### src/rtl/matmul_stream_pkg.sv
// Shared types and sizing helpers for the matmul operand streamer.
// Optional feature macro: MATMUL_STREAM_STALL_CNT_EN (stall cycle counter).
package matmul_stream_pkg;

   localparam int DEF_M      = 4;
   localparam int DEF_N      = 4;
   localparam int DEF_K      = 4;
   localparam int DEF_DATA_W = 32;
   localparam int STALL_W    = 16;

   typedef enum logic [1:0] {
      ST_IDLE   = 2'd0,
      ST_STREAM = 2'd1,
      ST_DONE   = 2'd2
   } state_t;

   // Index width for a range of n values; never narrower than one bit.
   function automatic int idx_w(input int n);
      return (n > 1) ? $clog2(n) : 1;
   endfunction

   // Load address width: wide enough for the larger of the two banks.
   function automatic int addr_w(input int m, input int n, input int k);
      return idx_w((m * k > k * n) ? m * k : k * n);
   endfunction

endpackage

### src/rtl/matmul_operand_streamer_if.sv
// Operand-pair stream from the streamer (master) to the matmul core (slave).
interface matmul_operand_streamer_if #(
   parameter int DATA_W = matmul_stream_pkg::DEF_DATA_W
);
   logic              valid_out;
   logic              ready_in;
   logic [DATA_W-1:0] data_a;
   logic [DATA_W-1:0] data_b;
   logic              k_last;
   logic              out_last;

   modport master (output valid_out, data_a, data_b, k_last, out_last, input ready_in);
   modport slave  (input valid_out, data_a, data_b, k_last, out_last, output ready_in);
endinterface

### src/rtl/matmul_operand_bank.sv
// Operand register file: synchronous write with range check, combinational read.
module matmul_operand_bank
   import matmul_stream_pkg::*;
#(
   parameter int DEPTH  = 16,
   parameter int DATA_W = 32,
   parameter int ADDR_W = 4
) (
   input  logic                      clk,
   input  logic                      we,
   input  logic [ADDR_W-1:0]         waddr,
   input  logic [DATA_W-1:0]         wdata,
   input  logic [idx_w(DEPTH)-1:0]   raddr,
   output logic [DATA_W-1:0]         rdata
);
   localparam int IDX_W = idx_w(DEPTH);

   logic [DATA_W-1:0] mem [DEPTH];
   logic              in_range;

   // Extra MSB keeps the compare correct when DEPTH equals 2**ADDR_W.
   assign in_range = ({1'b0, waddr} < (ADDR_W + 1)'(DEPTH));

   // Store an element; addresses beyond this bank are dropped.
   // NOTE: storage has no reset so operand contents survive rst.
   always_ff @(posedge clk) begin
      if (we && in_range) mem[waddr[IDX_W-1:0]] <= wdata;
   end

   assign rdata = mem[raddr];

endmodule

### src/rtl/matmul_operand_streamer.sv
// Streams A[i][k] / B[k][j] pairs to a matmul core, i outer, j middle, k inner.
// Optional feature macro: MATMUL_STREAM_STALL_CNT_EN adds the stall_cycles output.
module matmul_operand_streamer
   import matmul_stream_pkg::*;
#(
   parameter int M      = DEF_M,
   parameter int N      = DEF_N,
   parameter int K      = DEF_K,
   parameter int DATA_W = DEF_DATA_W
) (
   input  logic                        clk,
   input  logic                        rst,
   input  logic                        wr_en,
   input  logic                        wr_sel,
   input  logic [addr_w(M, N, K)-1:0]  wr_addr,
   input  logic [DATA_W-1:0]           wr_data,
   input  logic                        start,
   output logic                        busy,
   output logic                        done,
   matmul_operand_streamer_if.master   s
`ifdef MATMUL_STREAM_STALL_CNT_EN
   , output logic [STALL_W-1:0]        stall_cycles
`endif
);
   localparam int ADDR_W  = addr_w(M, N, K);
   localparam int I_W     = idx_w(M);
   localparam int J_W     = idx_w(N);
   localparam int K_W     = idx_w(K);
   localparam int A_IDX_W = idx_w(M * K);
   localparam int B_IDX_W = idx_w(K * N);

   localparam logic [I_W-1:0] I_LAST = I_W'(M - 1);
   localparam logic [J_W-1:0] J_LAST = J_W'(N - 1);
   localparam logic [K_W-1:0] K_LAST = K_W'(K - 1);

   state_t              state;
   logic                valid_q;
   logic [I_W-1:0]      i_idx;
   logic [J_W-1:0]      j_idx;
   logic [K_W-1:0]      k_idx;
   logic                hs;
   logic                i_at_last, j_at_last, k_at_last, beat_last;
   logic [A_IDX_W-1:0]  a_raddr;
   logic [B_IDX_W-1:0]  b_raddr;
   logic [DATA_W-1:0]   a_rdata, b_rdata;

   assign hs        = valid_q & s.ready_in;
   assign i_at_last = (i_idx == I_LAST);
   assign j_at_last = (j_idx == J_LAST);
   assign k_at_last = (k_idx == K_LAST);
   assign beat_last = i_at_last & j_at_last & k_at_last;

   // Row-major element addresses of A[i][k] and B[k][j].
   assign a_raddr = A_IDX_W'(int'(i_idx) * K + int'(k_idx));
   assign b_raddr = B_IDX_W'(int'(k_idx) * N + int'(j_idx));

   // Banks are frozen while busy, so a held beat reads the same data every cycle.
   matmul_operand_bank #(.DEPTH(M * K), .DATA_W(DATA_W), .ADDR_W(ADDR_W)) u_bank_a (
      .clk   (clk),
      .we    (wr_en & ~busy & ~wr_sel),
      .waddr (wr_addr),
      .wdata (wr_data),
      .raddr (a_raddr),
      .rdata (a_rdata)
   );

   matmul_operand_bank #(.DEPTH(K * N), .DATA_W(DATA_W), .ADDR_W(ADDR_W)) u_bank_b (
      .clk   (clk),
      .we    (wr_en & ~busy & wr_sel),
      .waddr (wr_addr),
      .wdata (wr_data),
      .raddr (b_raddr),
      .rdata (b_rdata)
   );

   // Run control: sequence the indices on handshakes and drive busy/done/valid.
   // NOTE: every register here uses <= so all of them see pre-edge values together.
   always_ff @(posedge clk) begin
      if (rst) begin
         state   <= ST_IDLE;
         valid_q <= 1'b0;
         busy    <= 1'b0;
         done    <= 1'b0;
         i_idx   <= '0;
         j_idx   <= '0;
         k_idx   <= '0;
      end else begin
         case (state)
            ST_IDLE: begin
               if (start) begin
                  state   <= ST_STREAM;
                  valid_q <= 1'b1;
                  busy    <= 1'b1;
                  i_idx   <= '0;
                  j_idx   <= '0;
                  k_idx   <= '0;
               end
            end
            ST_STREAM: begin
               if (hs) begin
                  if (beat_last) begin
                     state   <= ST_DONE;
                     valid_q <= 1'b0;
                     done    <= 1'b1;
                  end else if (k_at_last) begin
                     k_idx <= '0;
                     if (j_at_last) begin
                        j_idx <= '0;
                        i_idx <= i_idx + 1'b1;
                     end else begin
                        j_idx <= j_idx + 1'b1;
                     end
                  end else begin
                     k_idx <= k_idx + 1'b1;
                  end
               end
            end
            ST_DONE: begin
               state <= ST_IDLE;
               busy  <= 1'b0;
               done  <= 1'b0;
            end
            default: begin
               state   <= ST_IDLE;
               valid_q <= 1'b0;
               busy    <= 1'b0;
               done    <= 1'b0;
            end
         endcase
      end
   end

   // Beat fields decode from registered state only; they read zero outside a beat.
   assign s.valid_out = valid_q;
   assign s.data_a    = valid_q ? a_rdata : '0;
   assign s.data_b    = valid_q ? b_rdata : '0;
   assign s.k_last    = valid_q & k_at_last;
   assign s.out_last  = valid_q & beat_last;

`ifdef MATMUL_STREAM_STALL_CNT_EN
   logic [STALL_W-1:0] stall_q;

   // Count cycles a beat waits on the core; saturates, restarts with each run.
   always_ff @(posedge clk) begin
      if (rst) begin
         stall_q <= '0;
      end else if (state == ST_IDLE && start) begin
         stall_q <= '0;
      end else if (state == ST_STREAM && valid_q && !s.ready_in && stall_q != '1) begin
         stall_q <= stall_q + 1'b1;
      end
   end

   assign stall_cycles = stall_q;
`endif

endmodule

### src/flat_wrapper.sv
// flat-port wrapper written by rule: the top's interface ports become plain ports
module matmul_operand_streamer_flat import matmul_stream_pkg::*;
#(
   parameter int M      = DEF_M,
   parameter int N      = DEF_N,
   parameter int K      = DEF_K,
   parameter int DATA_W = DEF_DATA_W
)
  (clk, rst, wr_en, wr_sel, wr_addr, wr_data, start, busy, done, s_valid_out, s_data_a, s_data_b, s_k_last, s_out_last, s_ready_in);
  matmul_operand_streamer_if #(.DATA_W(DATA_W)) s_i ();
  input  logic clk;
  input  logic rst;
  input  logic wr_en;
  input  logic wr_sel;
  input  logic [addr_w(M, N, K)-1:0] wr_addr;
  input  logic [DATA_W-1:0] wr_data;
  input  logic start;
  output logic busy;
  output logic done;
  output wire logic [$bits(s_i.valid_out)-1:0] s_valid_out;
  output wire logic [$bits(s_i.data_a)-1:0] s_data_a;
  output wire logic [$bits(s_i.data_b)-1:0] s_data_b;
  output wire logic [$bits(s_i.k_last)-1:0] s_k_last;
  output wire logic [$bits(s_i.out_last)-1:0] s_out_last;
  input wire logic [$bits(s_i.ready_in)-1:0] s_ready_in;
  assign s_valid_out = s_i.valid_out;
  assign s_data_a = s_i.data_a;
  assign s_data_b = s_i.data_b;
  assign s_k_last = s_i.k_last;
  assign s_out_last = s_i.out_last;
  assign s_i.ready_in = s_ready_in;
  matmul_operand_streamer #(.M(M), .N(N), .K(K), .DATA_W(DATA_W)) u_core (.clk(clk), .rst(rst), .wr_en(wr_en), .wr_sel(wr_sel), .wr_addr(wr_addr), .wr_data(wr_data), .start(start), .busy(busy), .done(done), .s(s_i));
endmodule
### config.mk
export PLATFORM = sky130hd
export DESIGN_NAME = matmul_operand_streamer_flat
export DESIGN_NICKNAME = d
export VERILOG_FILES = /design/src/rtl/matmul_stream_pkg.sv /design/src/rtl/matmul_operand_streamer_if.sv /design/src/rtl/matmul_operand_bank.sv /design/src/rtl/matmul_operand_streamer.sv /design/src/flat_wrapper.sv
export SDC_FILE = /design/constraint.sdc
export NUM_CORES = 1
export LEC_CHECK = 0
export BUFFER_PORTS_ARGS = -buffer_cell sky130_fd_sc_hd__buf_2
export CAP_MARGIN = 25
export CELL_PAD_IN_SITES_DETAIL_PLACEMENT = 1
export CELL_PAD_IN_SITES_GLOBAL_PLACEMENT = 2
export CORE_ASPECT_RATIO = 1.5
export CORE_MARGIN = 3
export CORE_UTILIZATION = 50
export CTS_CLUSTER_DIAMETER = 120
export CTS_CLUSTER_SIZE = 30
export DETAILED_ROUTE_END_ITERATION = 6
export PLACE_DENSITY_LB_ADDON = 0.25
export SETUP_SLACK_MARGIN = 0.2
export SLEW_MARGIN = 0
export SYNTH_ARGS = -nofsm -noshare
export SYNTH_HDL_FRONTEND = slang
export SYNTH_HIERARCHICAL = 1
export SYNTH_SLANG_ARGS = --single-unit
### constraint.sdc
create_clock -name clk -period 5.81 [get_ports clk]
set_input_delay 1.162 -clock clk [delete_from_list [all_inputs] [get_ports clk]]
set_output_delay 1.162 -clock clk [all_outputs]
set_load 0.03 [all_outputs]
==> reports/qor.txt <==
Die X: 235.3 µm
Worst Tran Pin Value: 1031 ps
Crit-path cells: buf_4 > mux4_2 > a22oi_1 > nand2_1 > and2_1 > buf_2
Die Height: 350.0 µm
Clk_lat worst skew: 630 ps
Mapped Nets: 1801
Max clock buf depth: 3
Slowest cell delay on critical path: 910 ps
Initial DRC count: 1917
Synth Flop Type: edfxtp_1
Worst Hold Path EP: u_core/done
Startpoint types: flip-flop
Final TNS setup: 0 ps
GRT overflow: 0
Critical path fanouts, max: 42
Layout Nets: 1909
GRT Util Overall: 22.50%
Final hold vios: 0
Maximum VDD drop: 221.3 µV
Share of the synthesized area in the top cell type: 77.96%
# resized after CTS: 0
Hold WC Path Type: flip-flop to flip-flop
Synth Register Bits: 1035
R2R depth: 4
Post-synth ARST share: 0%
Final period util: 79.84%
Ratio of cells with drive above 1 in the final layout: 27.21%
Setup crit end kind: output port
Critical Path RT: 4650 ps
Final setup violation count: 0
Vias per std cell: 6.249
Die area: 82360 µm²
Critical Path Source: u_core/j_idx[0]
Worst Path Buf+Inv: 2
CTS tree: built
Port buffer count: 110
Crit-path slowest cell: dfxtp_4
Avg Inst Size Synth: 22.46 µm²
# rows: 125
PD cells: 288.8 nW/µm²
RePlAce Congestion: 0.7181
Status: complete, no violations
Synth cell types: 40
Critical Path AT: 3480 ps
Crit Path Class: flip-flop to output port
Vias in the first global route: 19330
Relative slew slack: 31.25%
Top post-synthesis cells by area: edfxtp_1, mux4_2, a22oi_1, and2_1, nand2_1
Post-synthesis sequential area ratio: 78.52%
Root buf cell: clkbuf_16
Max Freq: 215.6 MHz
Lkg Pwr: 12.83 nW
Final Instance Area: 42720 µm²
RSZ-0062 raised after global routing: no
First-pass GRT wire length: 134.7 mm
CTS clock-pin slew for the worst setup and hold paths: 110 ps
Fin crit period: 4639 ps
Initial antenna violation count: 2
Io pins: 111
Starting density of the core: 50.64%
Hold path startpoint: u_core/done
R2R Setup Slk: 2790 ps
Delay-heaviest family, CP: flip-flops
Num Clock Sinks: 1035
WL final: 92.15 mm
1st-pass router iterations: 5
Cell Area, Synth: 39440 µm²
Mean routed wirelength per cell: 31.73 µm
Final HPWL DP: 53.19 mm
Post-synth top area cell: edfxtp_1
ANT nets after route: 0
Reg2reg end: u_core/u_bank_a/mem[2][11]
Hold depth: 2
Fin. max-slew vios: 0
# hold bufs at CTS: 0
Clk_skew: 29.67 ps
Largest net degree at the start of global routing: 85
Most common cell in the netlist: edfxtp_1
TritonCTS buffer count: 40
Via count: 18150
Post-Synthesis Cells: 1756
Setup Fix Bufs, Post-CTS: 0
H-tree levels: 2
DP Area: 41590 µm²
Worst R2R Start: u_core/busy
Area delta synth->final: 8.315%
Post-synth EDFFs: 1024
Synth Warn #: 6
Commonest cells post-synth: edfxtp_1, mux4_2, a22oi_1
Max cap viols: 0
Drt drc: 0
Core area: 77890 µm²
## cell usage in the layout (no fill, tap or decap), types with 2 or more instances in the layout
cell type | synthesis | final
nand2_1 | 74 | 74
clkbuf_1 | 43 | 16
or3b_2 | 2 | 2
and2_2 | 1 | 3
a22oi_1 | 128 | 128
nor2_4 | 0 | 26
dfxtp_1 | 11 | 6
a21oi_1 | 7 | 7
nand3_1 | 3 | 3
nand2b_1 | 4 | 4
buf_12 | 0 | 6
a41oi_1 | 2 | 2
nand3b_1 | 6 | 6
nor2_1 | 31 | 5
nor3_1 | 12 | 4
buf_2 | 15 | 110
nor2b_4 | 0 | 4
diode_2 | 0 | 6
nor2b_1 | 6 | 2
nor3_2 | 0 | 8
or2b_1 | 2 | 2
buf_4 | 18 | 45
o21ai_0 | 3 | 3
mux4_2 | 256 | 256
ha_1 | 3 | 3
edfxtp_1 | 1024 | 1024
nor3b_1 | 2 | 2
dfxtp_4 | 0 | 4
clkbuf_16 | 0 | 41
and2_1 | 66 | 64
inv_1 | 2 | 2
inv_6 | 0 | 2
## cells by family (layout without fill, tap and decap cells)
group | Yosys count | count (layout) | synth area share [%]
flops | 1035 | 1035 | 78.52
buf+inv | 98 | 224 | 1.152
fa+ha+maj | 3 | 3 | 0.09518
simple gates | 218 | 218 | 2.823
compound gates | 145 | 145 | 2.766
mux | 257 | 257 | 14.64
other cells | 0 | 6 | 0
## worst min-delay path, delay by kind of cell, from the launching register on
family	cells	cell delay [ps]
compound gates	1	120
flops	1	360
simple gates	1	50
## per-stage QoR
step | utilization (%) | setup WS [ps] | total power, mW | std cells | hold WS (ps)
CTS | 54.83 | 1003 | 12.47 | 2898 | 568.6
floorplan | - | 1152 | 8.791 | 1756 | 454.9
detailed placement | 53.39 | 1711 | 9.065 | 2838 | 548.2
global route | 54.83 | 872.2 | 12.73 | 2898 | 657.2
finish | 54.85 | 1171 | 12.34 | 2904 | 570.1
global placement | 53.28 | 1707 | 9.041 | 2834 | 541.3
## cell type report
class	instances	area, µm²
clock buffers	57	1086
multi-input cells	623	8285
diodes	6	15.01
flip-flops and latches	1035	30990
inverters	2	7.507
fillers	6569	35170
clock inverters	3	33.78
repair buffers	162	1036
well taps	1016	1271
## how the worst max path moves through the flow
stage	end	slack, ps	depth (start not counted)
6_report	s_data_b[28]	1170	6
5_1_grt	s_data_b[28]	870	6
4_1_cts	s_data_b[28]	1000	6
3_5_place_dp	s_data_b[28]	1710	6
3_3_place_gp	s_data_b[28]	1710	6
2_1_floorplan	u_core/u_bank_a/mem[0][0]	1150	3
## layer usage
layer,track usage (%),part of all wire (%)
met1,29.38,39
met2,41.66,55
met3,2.018,4.1
met4,4.573,1.9
met5,0,0
## registers in the layout, summed over array words and instances (netlist names)
register and count:
u_core/u_bank_a/mem 512, u_core/state 2, u_core/j_idx 2, u_core/done 1
u_core/i_idx 2, u_core/k_idx 2, u_core/s.valid_out 1, u_core/busy 1
u_core/u_bank_b/mem 512
## power by group
group	switching, mW	internal [mW]
Clock	2.12	1.34
Sequential	0.0376	8.24
Combinational	0.391	0.211
No activity file was read; power rests on OpenSTA's default activity.
